==> config.mk <==
export PLATFORM = sky130hd
export DESIGN_NAME = neural_mem_loader
export DESIGN_NICKNAME = d
export VERILOG_FILES = /design/src/rtl/neural_pkg.sv /design/src/rtl/byte_packer.sv /design/src/rtl/neural_mem_loader.sv
export SDC_FILE = /design/constraint.sdc
export NUM_CORES = 1
export LEC_CHECK = 0
export CAP_MARGIN = 20
export CORE_MARGIN = 2
export CORE_UTILIZATION = 25
export DETAILED_ROUTE_END_ITERATION = 8
export PLACE_DENSITY_LB_ADDON = 0.25
export SLEW_MARGIN = 20
export SYNTH_ARGS = -nofsm -noshare
export SYNTH_HDL_FRONTEND = slang
export SYNTH_SLANG_ARGS = --single-unit
==> constraint.sdc <==
create_clock -name clk -period 14.5 [get_ports clk]
set_clock_uncertainty 0.15 [all_clocks]
set_input_delay 2.9 -clock clk [delete_from_list [all_inputs] [get_ports clk]]
set_output_delay 2.9 -clock clk [all_outputs]
set_load 0.03 [all_outputs]
==> src/rtl/neural_pkg.sv <==
// Shared constants and the loader state encoding for the neural data-memory loader.
package neural_pkg;
  localparam int ADDR_W_DEF   = 11;
  localparam int DATA_W_DEF   = 32;
  localparam int HDR_WORDS    = 2;
  localparam int RECORD_WORDS = 5;
  localparam int MEM_WORDS    = 2048;

  typedef enum logic [2:0] {
    IDLE, HDR_TRAIN, HDR_TEST, CHECK, PAYLOAD, DONE, ERROR
  } loader_state_e;
endpackage

==> src/rtl/byte_packer.sv <==
// Packs four accepted bytes (little-endian) into one word; word_valid pulses on the 4th byte.
module byte_packer
  import neural_pkg::*;
#(
  parameter int DATA_W = DATA_W_DEF
) (
  input  logic              clk,
  input  logic              rst,
  input  logic              clr,
  input  logic              accept,
  input  logic [7:0]        in_data,
  output logic              word_valid,
  output logic [DATA_W-1:0] word
);
  logic [1:0]        cnt_q, cnt_d;
  logic [DATA_W-9:0] sr_q, sr_d;

  // Bytes shift in from the top so the first byte ends up in the low lane.
  always_comb begin
    cnt_d = cnt_q;
    sr_d  = sr_q;
    if (clr) begin
      cnt_d = 2'd0;
      sr_d  = '0;
    end else if (accept) begin
      cnt_d = cnt_q + 2'd1;
      sr_d  = {in_data, sr_q[DATA_W-9:8]};
    end
  end

  always_ff @(posedge clk or posedge rst) begin
    if (rst) begin
      cnt_q <= 2'd0;
      sr_q  <= '0;
    end else begin
      cnt_q <= cnt_d;
      sr_q  <= sr_d;
    end
  end

  assign word_valid = accept && !clr && (cnt_q == 2'd3);
  assign word       = {in_data, sr_q};
endmodule

==> src/rtl/neural_mem_loader.sv <==
// Streams a byte image (header + records) into data memory, validating the header sizes.
module neural_mem_loader
  import neural_pkg::*;
#(
  parameter int ADDR_W = ADDR_W_DEF,
  parameter int DATA_W = DATA_W_DEF
) (
  input  logic              clk,
  input  logic              rst,
  input  logic              start,
  input  logic              in_valid,
  input  logic [7:0]        in_data,
  output logic              in_ready,
  output logic              wr_en,
  output logic [ADDR_W-1:0] wr_addr,
  output logic [DATA_W-1:0] wr_data,
  output logic              busy,
  output logic              done,
  output logic              error
);
  localparam int          REM_W   = 13;
  localparam logic [31:0] MEM_LIM = 32'(1) << ADDR_W;

  loader_state_e     state_q, state_d;
  logic [ADDR_W-1:0] idx_q, idx_d, wr_addr_q, wr_addr_d;
  logic [DATA_W-1:0] wr_data_q, wr_data_d, w0_q, w0_d, w1_q, w1_d;
  logic [REM_W-1:0]  rem_q, rem_d;
  logic              wr_en_q, wr_en_d;

  logic              accept, pk_clr, pk_valid;
  logic [DATA_W-1:0] pk_word;
  logic [REM_W-1:0]  pay_words;
  logic [31:0]       tot_words;
  logic              hdr_ok;

  assign in_ready = (state_q == HDR_TRAIN) || (state_q == HDR_TEST) || (state_q == PAYLOAD);
  assign accept   = in_valid && in_ready;

  byte_packer #(.DATA_W(DATA_W)) u_packer (
    .clk       (clk),
    .rst       (rst),
    .clr       (pk_clr),
    .accept    (accept),
    .in_data   (in_data),
    .word_valid(pk_valid),
    .word      (pk_word)
  );

  // 13 bits hold the worst case 2 + 5*(255+255) = 2552 without overflow.
  assign pay_words = REM_W'(RECORD_WORDS) * (REM_W'(w0_q[7:0]) + REM_W'(w1_q[7:0]));
  assign tot_words = 32'(pay_words) + 32'(HDR_WORDS);
  assign hdr_ok    = (w0_q[DATA_W-1:8] == '0) && (w1_q[DATA_W-1:8] == '0) &&
                     (w0_q[7:0] != 8'd0) && (tot_words <= MEM_LIM);

  always_comb begin
    state_d   = state_q;
    idx_d     = idx_q;
    rem_d     = rem_q;
    w0_d      = w0_q;
    w1_d      = w1_q;
    wr_en_d   = 1'b0;
    wr_addr_d = wr_addr_q;
    wr_data_d = wr_data_q;
    pk_clr    = 1'b0;

    // Every completed word is written one cycle later, header words included.
    if (pk_valid) begin
      wr_en_d   = 1'b1;
      wr_addr_d = idx_q;
      wr_data_d = pk_word;
      idx_d     = idx_q + ADDR_W'(1);
    end

    case (state_q)
      IDLE, DONE, ERROR: begin
        if (start) begin
          state_d = HDR_TRAIN;
          idx_d   = '0;
          rem_d   = '0;
          pk_clr  = 1'b1;
        end
      end
      HDR_TRAIN: if (pk_valid) begin
        w0_d    = pk_word;
        state_d = HDR_TEST;
      end
      HDR_TEST: if (pk_valid) begin
        w1_d    = pk_word;
        state_d = CHECK;
      end
      CHECK: begin
        rem_d   = pay_words;
        state_d = hdr_ok ? PAYLOAD : ERROR;
      end
      PAYLOAD: if (wr_en_q) begin
        // Count on the write itself so DONE follows the final write.
        rem_d = rem_q - REM_W'(1);
        if (rem_q == REM_W'(1)) state_d = DONE;
      end
      default: state_d = IDLE;
    endcase
  end

  always_ff @(posedge clk or posedge rst) begin
    if (rst) begin
      state_q   <= IDLE;
      idx_q     <= '0;
      rem_q     <= '0;
      w0_q      <= '0;
      w1_q      <= '0;
      wr_en_q   <= 1'b0;
      wr_addr_q <= '0;
      wr_data_q <= '0;
    end else begin
      state_q   <= state_d;
      idx_q     <= idx_d;
      rem_q     <= rem_d;
      w0_q      <= w0_d;
      w1_q      <= w1_d;
      wr_en_q   <= wr_en_d;
      wr_addr_q <= wr_addr_d;
      wr_data_q <= wr_data_d;
    end
  end

  assign wr_en   = wr_en_q;
  assign wr_addr = wr_addr_q;
  assign wr_data = wr_data_q;
  assign busy    = (state_q != IDLE) && (state_q != DONE) && (state_q != ERROR);
  assign done    = (state_q == DONE);
  assign error   = (state_q == ERROR);
endmodule

======== After elaboration in Yosys (flattened, before gate mapping) ========
Cells that the tools add are included.
word-level totals
  register bits ........................... 161
  input bits .............................. 12
  output and inout bits ................... 48
  logic and storage cells ................. 75
operators by class
  $add $sub $neg .......................... 5
  $mul .................................... 1
  order comparisons ....................... 1
  equal/unequal tests ..................... 15
  multiplexer cells ....................... 20
  reduce and logical (&&, ||, !) cells .... 23
operators with widths
  cell                                                              count
  zero test 24 bit                                                  2
  two-way mux 24 bit                                                2
  one-hot mux 13 bit (3 select lines)                               1
  two-way mux 11 bit                                                3
  two-way mux 13 bit                                                2
  two-way mux 3 bit                                                 5
  one-hot mux 3 bit (5 select lines)                                1
  adder 12 x 2 -> 13 bit, second input constant                     1
  == test 13 x 1 -> 1 bit, second input constant                    1
  less-or-equal comparator 13 x 12 -> 1 bit, second input constant  1
  subtractor 13 x 1 -> 13 bit, second input constant                1
  multiplier 3 x 9 -> 12 bit, first input constant                  1
  adder 11 x 1 -> 11 bit, second input constant                     1
  adder 8 x 8 -> 9 bit                                              1
  == test 3 bit, second input constant                              3
  logical AND 1 bit                                                 8
  != test 2 bit, second input constant                              4
  nonzero test 8 bit                                                1
  == test 3 x 2 -> 1 bit, second input constant                     2
  two-way mux 2 bit                                                 3
  != test 3 bit, second input constant                              2
  nonzero test 3 bit                                                2
  AND reduction 5 bit                                               1
  AND reduction 2 bit                                               2
  11 further kinds                                                  14

======== Depth between registers and ports, before layout ========
Gate-level depths: netlist (run 1).
  depth after elaboration ................. 9
  gate-level depth with buffers ........... 18
  depth with buffers taken out ............ 18

======== Cells and area by module ========
Synthesis (run 1) repeated with hierarchy kept, for this count alone.
unflattened totals
  cell total of the unflattened synthesis .. 645
  area total of the unflattened synthesis .. 7667.4 um^2
by module, submodules not included
  module             instances  cells an instance  area each (um^2)  seq. area each (um^2)
  neural_mem_loader  1          549                6507.5            3378.2
  byte_packer        1          96                 1159.9            650.6

======== Worst setup path before layout (run 1) ========
OpenSTA, ideal clock, no wires.
  path type ............................... input to register
  start point ............................. input in_valid
  end point ............................... register w1_q[0]
  setup time .............................. 128 ps
  arrival time ............................ 4327 ps
  data required time ...................... 14222 ps
  path slack .............................. 9896 ps
  stages .................................. 7
  path buffers ............................ 3
  cell sequence ........................... o211a_1 -> buf_2 -> nand2_1 -> or4b_1 -> clkbuf_1 -> buf_2 -> mux2_1
on the way
  longest elaborated chain between the ends .. 4
ends and longest elaborated chain
  what                                  line                      source
  start, declared                       neural_mem_loader.sv:11   input logic in_valid,
  logical AND 1 bit                     neural_mem_loader.sv:37   assign accept = in_valid && in_ready;
  logical AND 1 bit (2 in a row)        byte_packer.sv:41         assign word_valid = accept && !clr && (cnt_q == 2'd3);
  AND reduction 2 bit (no source line)  --
  end signal, assigned                  neural_mem_loader.sv:119  w1_q <= w1_d;
  end, declared                         neural_mem_loader.sv:26   logic [DATA_W-1:0] wr_data_q, wr_data_d, w0_q, w0_d, w1_q, w1_d;
Every way passes these cells.
A chain may end at the register's enable or synchronous reset.

======== Worst setup path in the final report (run 1) ========
  start point ............................. input in_valid
  end point ............................... register w0_q[22]
on the way
  longest elaborated chain between the ends .. 4
ends and longest elaborated chain
  what                                  line                      source
  logical AND 1 bit                     neural_mem_loader.sv:37
  logical AND 1 bit (2 in a row)        byte_packer.sv:41
  AND reduction 2 bit (no source line)  --
  end signal, assigned                  neural_mem_loader.sv:118  w0_q <= w0_d;
  end, declared                         neural_mem_loader.sv:26
Every way passes these cells.

==> results of run 1 <==
## cell usage after synthesis (3+ instances only)
| master | count | area (sq um) |
|---|---|---|
| dfrtp_1 | 161 | 4030 |
| nand2_1 | 157 | 589 |
| nor2_1 | 47 | 176 |
| mux2_2 | 33 | 372 |
| mux2_1 | 32 | 360 |
| a22o_1 | 26 | 228 |
| ha_1 | 24 | 300 |
| a21oi_1 | 23 | 115 |
| nor4_1 | 22 | 138 |
| o21ai_0 | 17 | 85.1 |
| clkbuf_1 | 16 | 60.1 |
| xnor2_1 | 12 | 105 |
| xor2_1 | 12 | 105 |
| nor3_1 | 9 | 45.0 |
| inv_1 | 8 | 30.0 |
| nand2b_1 | 7 | 43.8 |
| buf_1 | 6 | 22.5 |
| buf_2 | 6 | 30.0 |
| nand4_1 | 6 | 37.5 |
| a31oi_1 | 5 | 31.3 |
| and2_1 | 5 | 31.3 |
| nand3_1 | 5 | 25.0 |
| nor2b_1 | 5 | 31.3 |
| o21a_1 | 5 | 37.5 |
| or3_1 | 5 | 31.3 |
| a211o_1 | 4 | 35.0 |
| a211oi_1 | 4 | 30.0 |
| a21o_1 | 4 | 30.0 |
| nand4b_1 | 3 | 26.3 |
| o22ai_1 | 3 | 18.8 |
| o31ai_1 | 3 | 22.5 |
## worst min-delay path, delay by kind of cell (launching register included)
family / cells / cell delay [ns]
flip-flops: 1 / 0.34
AND/OR/NAND/NOR: 2 / 0.10
## through the flow
step                      setup WS [ns]  utilization
after floorplan                    7.10            -
after global routing               8.28        0.309
after global placement             8.10        0.289
after CTS                          8.45        0.309
after detailed placement           8.05        0.289
final                              8.57        0.309
## area by class of cell
type,count,area (sq um),share of cell area
inverter,9,38.8,0.00421
sequential,161,4030,0.437
clock buffer,19,453,0.0491
clock inverter,13,150,0.0163
tap,390,488,0.0529
multi-input combinational,515,3430,0.372
timing repair buffer,65,636,0.0689
## layer usage
| metal | GRT usage | wire length, um |
|---|---|---|
| met1 | 0.165 | 8860 |
| met2 | 0.195 | 8720 |
| met3 | 0.0262 | 453 |
| met4 | 0.0362 | 261 |
| met5 | 0 | 0 |
## worst max path at each step
stage / start / slack [ns] / to
4_1_cts: in_valid / 8.45 / w0_q[22]
3_5_place_dp: in_valid / 8.05 / w0_q[14]
2_1_floorplan: rst / 7.10 / idx_q[0]
6_report: in_valid / 8.57 / w0_q[22]
5_1_grt: in_valid / 8.28 / w0_q[14]
3_3_place_gp: in_valid / 8.10 / w0_q[20]
## state kept, by name, summed over array words and instances, names as in the netlist
signal and flops:
w0_q 32, u_packer.sr_q 24, wr_data 32, w1_q 32, wr_addr 11, u_packer.cnt_q 2
rem_q 13, wr_en 1, state_q 3, idx_q 11
## power groups by stage
stage / Clock (mW) / Combinational (mW) / Sequential [mW]
after floorplan: 0 / 0.0886 / 0.658
after global placement: 0 / 0.311 / 0.578
after detailed placement: 0 / 0.314 / 0.576
after CTS: 0.468 / 0.315 / 0.569
after global routing: 0.489 / 0.338 / 0.578
final: 0.456 / 0.309 / 0.568
## cells by family after synthesis
family	count (synthesis)
simple gates	283
flops	161
compound gates	115
mux	66
buf+inv	37
fa+ha+maj	26
xor+xnor	25
==> results.json, run 1 <==
{
  "min_delay_path_depth": 2,
  "finalInstanceArea_sq_um": 9220,
  "whs_endpoint": "wr_data[17]",
  "dpl_cell_area_sq_um": 8620,
  "clkTransAtPathRegs_ns": 0.06,
  "ys_async_sr_fraction": 1.00,
  "drtIter0Drc": 309,
  "cts_hold_buf": 0,
  "fill_cells": 3117,
  "grt_pass1_wl_mm": 30.3,
  "syn_area_sq_um": 7600,
  "drc_errors": 0,
  "insertion_delay_ns": 0.43,
  "die_area_sq_um": 31800,
  "avgViaCountPerCell": 4.61,
  "cts_setup_buffers": 0,
  "maxCapViolations": 0,
  "hold_violations": 0,
  "status": "finished, final reports clean",
  "final_common_cell": "dfrtp_1",
  "grt_use_total": 0.122,
  "start_kind": "input pin",
  "grt_max_degree": 99,
  "htreeDepth": 4,
  "synthAdderAreaFrac": 0.0448,
  "yosysWarnings": 0,
  "crit_fanout": 47,
  "wl_per_cell_um": 15.6,
  "cts_buffer_depth": 2,
  "worstPathCellList": "clkdlybuf4s50_1 > o211a_1 > buf_4 > nand2_2 > inv_2 > buf_4 > nand2_1 > buf_4 > mux2_2",
  "final_cell_mix": "dfrtp_1 (161), nand2_1 (156), clkdlybuf4s50_1 (59)",
  "min_from": "wr_data[17]",
  "crit_arrival_ns": 6.09,
  "comb_power_share": 0.232,
  "syn_avg_cell_area_sq_um": 10.7,
  "globalRouteOverflowTotal": 0,
  "r2r-start": "w0_q[0]",
  "maxSlewHeadroom": 0.392,
  "p_total_mw": 1.33,
  "yosysSeqAreaShare": 0.530,
  "timing.reg2reg.setup_slack_ns": 9.45,
  "critPathBufInv": 5,
  "holdWs_ns": 0.328,
  "cp-end-kind": "flip-flop",
  "crit_type": "in2reg",
  "synth_xor_area_frac": 0.0306,
  "synth_mux_area_frac": 0.0976,
  "port_buffers": 59,
  "dp_cells": 1140,
  "crit_cells": 9,
  "clkPwrFrac": 0.342,
  "ctsResizeCount": 0,
  "max_stage_delay_ns": 0.60,
  "p_leak_nw": 4.42,
  "synth_cell_type_count": 62,
  "antenna_found_initial": 0,
  "place.gp.congestion": 0.748,
  "p_seq_frac": 0.426,
  "initial_core_util": 0.255,
  "cpMostUsedCell": "buf_4",
  "drt_pre_antenna_iters": 6,
  "die_x_um": 178,
  "area_growth_pct": 21.3,
  "hold_class": "reg2reg",
  "cts_sinks": 161,
  "p_sw_frac": 0.323,
  "worstPathRequired_ns": 14.65,
  "stdcell_count": 1172,
  "ant_nets": 0,
  "synthSimpleGateAreaFrac": 0.167,
  "max_freq_mhz": 169,
  "drt-total-wl_mm": 18.3,
  "ir_drop_uv": 77.1,
  "p_int_mw": 0.902,
  "powerDensity_nw_per_um2": 145,
  "vias": 5400,
  "slew_violations": 0,
  "cp_slowest_cell": "nand2_2",
  "core_area_sq_um": 29800,
  "synth_compound_area_frac": 0.110,
  "synth_flop_cell": "dfrtp_1",
  "worstReg2RegEnd": "state_q[1]",
  "critPathTopFamily": "buffers and inverters",
  "setup-violations-final": 0,
  "fp.dieH_um": 178,
  "ys_ff_latch": 161,
  "switching_power_mw": 0.431,
  "final_layout_size_suffix_gt1_frac": 0.101,
  "antenna_cells": 0,
  "nNetsFinal": 807,
  "cts_tree": "done",
  "worstMarginPinSlew_ns": 0.913,
  "grt_pass1_vias": 5607,
  "synth_top_family_by_area": "simple AND/OR/NAND/NOR gates",
  "cts_buffers": 17,
  "syn_inst": 713,
  "syn_nets": 751,
  "ios": 60,
  "cts_root_buffer": "clkbuf_16",
  "rsz0062_at_grt": "false",
  "rows": 63,
  "synth_edf_count": 0,
  "hpwl_mm": 12.5,
  "fin_crit_ns": 5.93,
  "fin_crit_sh": 0.409,
  "finalSetupTns_ns": 0,
  "reg2reg_depth": 16
}
Note: power is estimated with default switching activity, not from simulation.
==> run 2: changes to the inputs <==
Clock period 14.5 ns to 5.2 ns, I/O delays scaled along.
==> run 2 against run 1 <==
Effect of this change: register-to-register slack lost 9.1 ns; critical path type is now reg2reg; global-route usage shrank 0.21 points; final cell count grew 0.26%; highest routed layer unchanged; hold slack lost 0.0049 ns; clock-buffer cell count shrank 1; via count grew 0.59%; combinational power grew to 2.8 times the previous value; largest cell class unchanged; core utilization grew 0.071 points; die area is the same; worst setup slack lost 8.2 ns; first-iteration DRC count grew 2.9%; largest power group unchanged; final area grew 0.23%.
==> results.json, run 2 (synthesis results as in run 1) <==
{
  "drt_pre_antenna_iters": 6,
  "drtIter0Drc": 318,
  "stdcell_count": 1175,
  "dpl_cell_area_sq_um": 8650,
  "whs_endpoint": "wr_addr[8]",
  "final_layout_size_suffix_gt1_frac": 0.106,
  "vias": 5432,
  "rsz0062_at_grt": "false",
  "start_kind": "flip-flop",
  "initial_core_util": 0.255,
  "cts_tree": "done",
  "min_delay_path_depth": 2,
  "maxCapViolations": 0,
  "fin_crit_ns": 4.83,
  "cts_sinks": 161,
  "grt_pass1_vias": 5461,
  "globalRouteOverflowTotal": 0,
  "maxSlewHeadroom": 0.441,
  "final_cell_mix": "dfrtp_1 (161), nand2_1 (156), clkdlybuf4s50_1 (59)",
  "cts_root_buffer": "clkbuf_16",
  "core_area_sq_um": 29800,
  "r2r-start": "w0_q[0]",
  "fp.dieH_um": 178,
  "setup-violations-final": 0,
  "antenna_cells": 0,
  "clkTransAtPathRegs_ns": 0.07,
  "hpwl_mm": 12.6,
  "slew_violations": 0,
  "worstPathRequired_ns": 5.35,
  "cts_hold_buf": 0,
  "avgViaCountPerCell": 4.62,
  "area_growth_pct": 21.6,
  "drt-total-wl_mm": 18.2,
  "powerDensity_nw_per_um2": 397,
  "grt_max_degree": 98,
  "ant_nets": 0,
  "ir_drop_uv": 236,
  "timing.reg2reg.setup_slack_ns": 0.37,
  "drc_errors": 0,
  "finalSetupTns_ns": 0,
  "cts_setup_buffers": 0,
  "fill_cells": 3110,
  "crit_fanout": 7,
  "finalInstanceArea_sq_um": 9240,
  "max_freq_mhz": 207,
  "cts_buffers": 17,
  "cp-end-kind": "flip-flop",
  "die_x_um": 178,
  "p_leak_nw": 4.43,
  "utilization": 0.310,
  "cts_buffer_depth": 2,
  "fin_crit_sh": 0.929,
  "hold_class": "reg2reg",
  "wl_per_cell_um": 15.5,
  "min_from": "wr_addr[8]",
  "final_common_cell": "dfrtp_1",
  "hold_violations": 0,
  "insertion_delay_ns": 0.43,
  "place.gp.congestion": 0.779,
  "crit_type": "reg2reg",
  "reg2reg_depth": 16,
  "port_buffers": 59,
  "status": "finished, final reports clean",
  "dp_cells": 1143,
  "rows": 63,
  "worstReg2RegEnd": "state_q[1]",
  "antenna_found_initial": 0,
  "crit_arrival_ns": 4.98,
  "htreeDepth": 4,
  "ios": 60,
  "grt_pass1_wl_mm": 29.6,
  "die_area_sq_um": 31800,
  "worstMarginPinSlew_ns": 0.838,
  "p_total_mw": 3.67,
  "grt_use_total": 0.120,
  "nNetsFinal": 810
}
[run 2: cell types whose count changed in the layout (fill, tap and decap cells not counted), sizes merged]
cell,previous run,this run
buf,6,9
bufinv,2,1
clkbuf,19,18
inv,13,15
[run 2: where the power goes]
| part | switching, mW | total (mW) | internal [mW] | leakage (nW) |
|---|---|---|---|---|
| Combinational | 0.517 | 0.855 | 0.338 | 2.02 |
| Sequential | 0.146 | 1.58 | 1.44 | 2.13 |
| Clock | 0.556 | 1.23 | 0.678 | 0.288 |
[run 2: final cells by class]
type                            instances  area, sq um  share of cell area
Clock inverter                         14          148              0.0160
Timing Repair Buffer                   68          671              0.0726
Inverter                                9         37.5             0.00406
Tap cell                              390          488              0.0528
Sequential cell                       161         4030               0.436
Multi-Input combinational cell        515         3440               0.372
Clock buffer                           18          429              0.0464
[run 2: how the worst max path moves through the flow]
stage,slack [ns],start,endpoint,cells after the start
2_1_floorplan,0.88,w0_q[0],state_q[1],15
3_3_place_gp,0.48,w0_q[0],state_q[1],15
3_5_place_dp,0.37,w0_q[0],state_q[1],15
4_1_cts,0.36,w0_q[0],state_q[1],15
5_1_grt,0.06,w0_q[0],state_q[1],16
6_report,0.37,w0_q[0],state_q[1],16
[run 2: timing repair]
item,4_1_cts,5_1_grt
hold endpoints to repair,0,0
endpoints found under the setup margin,0,1
resized for setup,0,3
[run 2: critical path: stages (launching register included)]
cell and delay, ns:
dfrtp_1 0.40, ha_1 0.23, fa_1 0.41, a21oi_1 0.15
nor2b_1 0.07, o31a_1 0.29, o41ai_4 0.39, inv_1 0.12
ha_1 0.31, ha_1 0.37, and2_1 0.21, nand2_1 0.08
a211oi_1 0.32, o31ai_1 0.18, a2111o_1 0.46, a2111oi_1 0.43
o22ai_1 0.12
[run 2: metal layers]
layer / routed length [um] / track usage
met1: 8790 / 0.160
met2: 8810 / 0.197
met3: 415 / 0.0228
met4: 219 / 0.0366
met5: 0 / 0
[run 2: stage by stage]
| step | setup WS, ns | hold WS (ns) |
|---|---|---|
| after detailed placement | 0.372 | 0.313 |
| after floorplan | 0.885 | 0.298 |
| after global routing | 0.0571 | 0.361 |
| after CTS | 0.361 | 0.329 |
| final | 0.371 | 0.323 |
| after global placement | 0.477 | 0.311 |
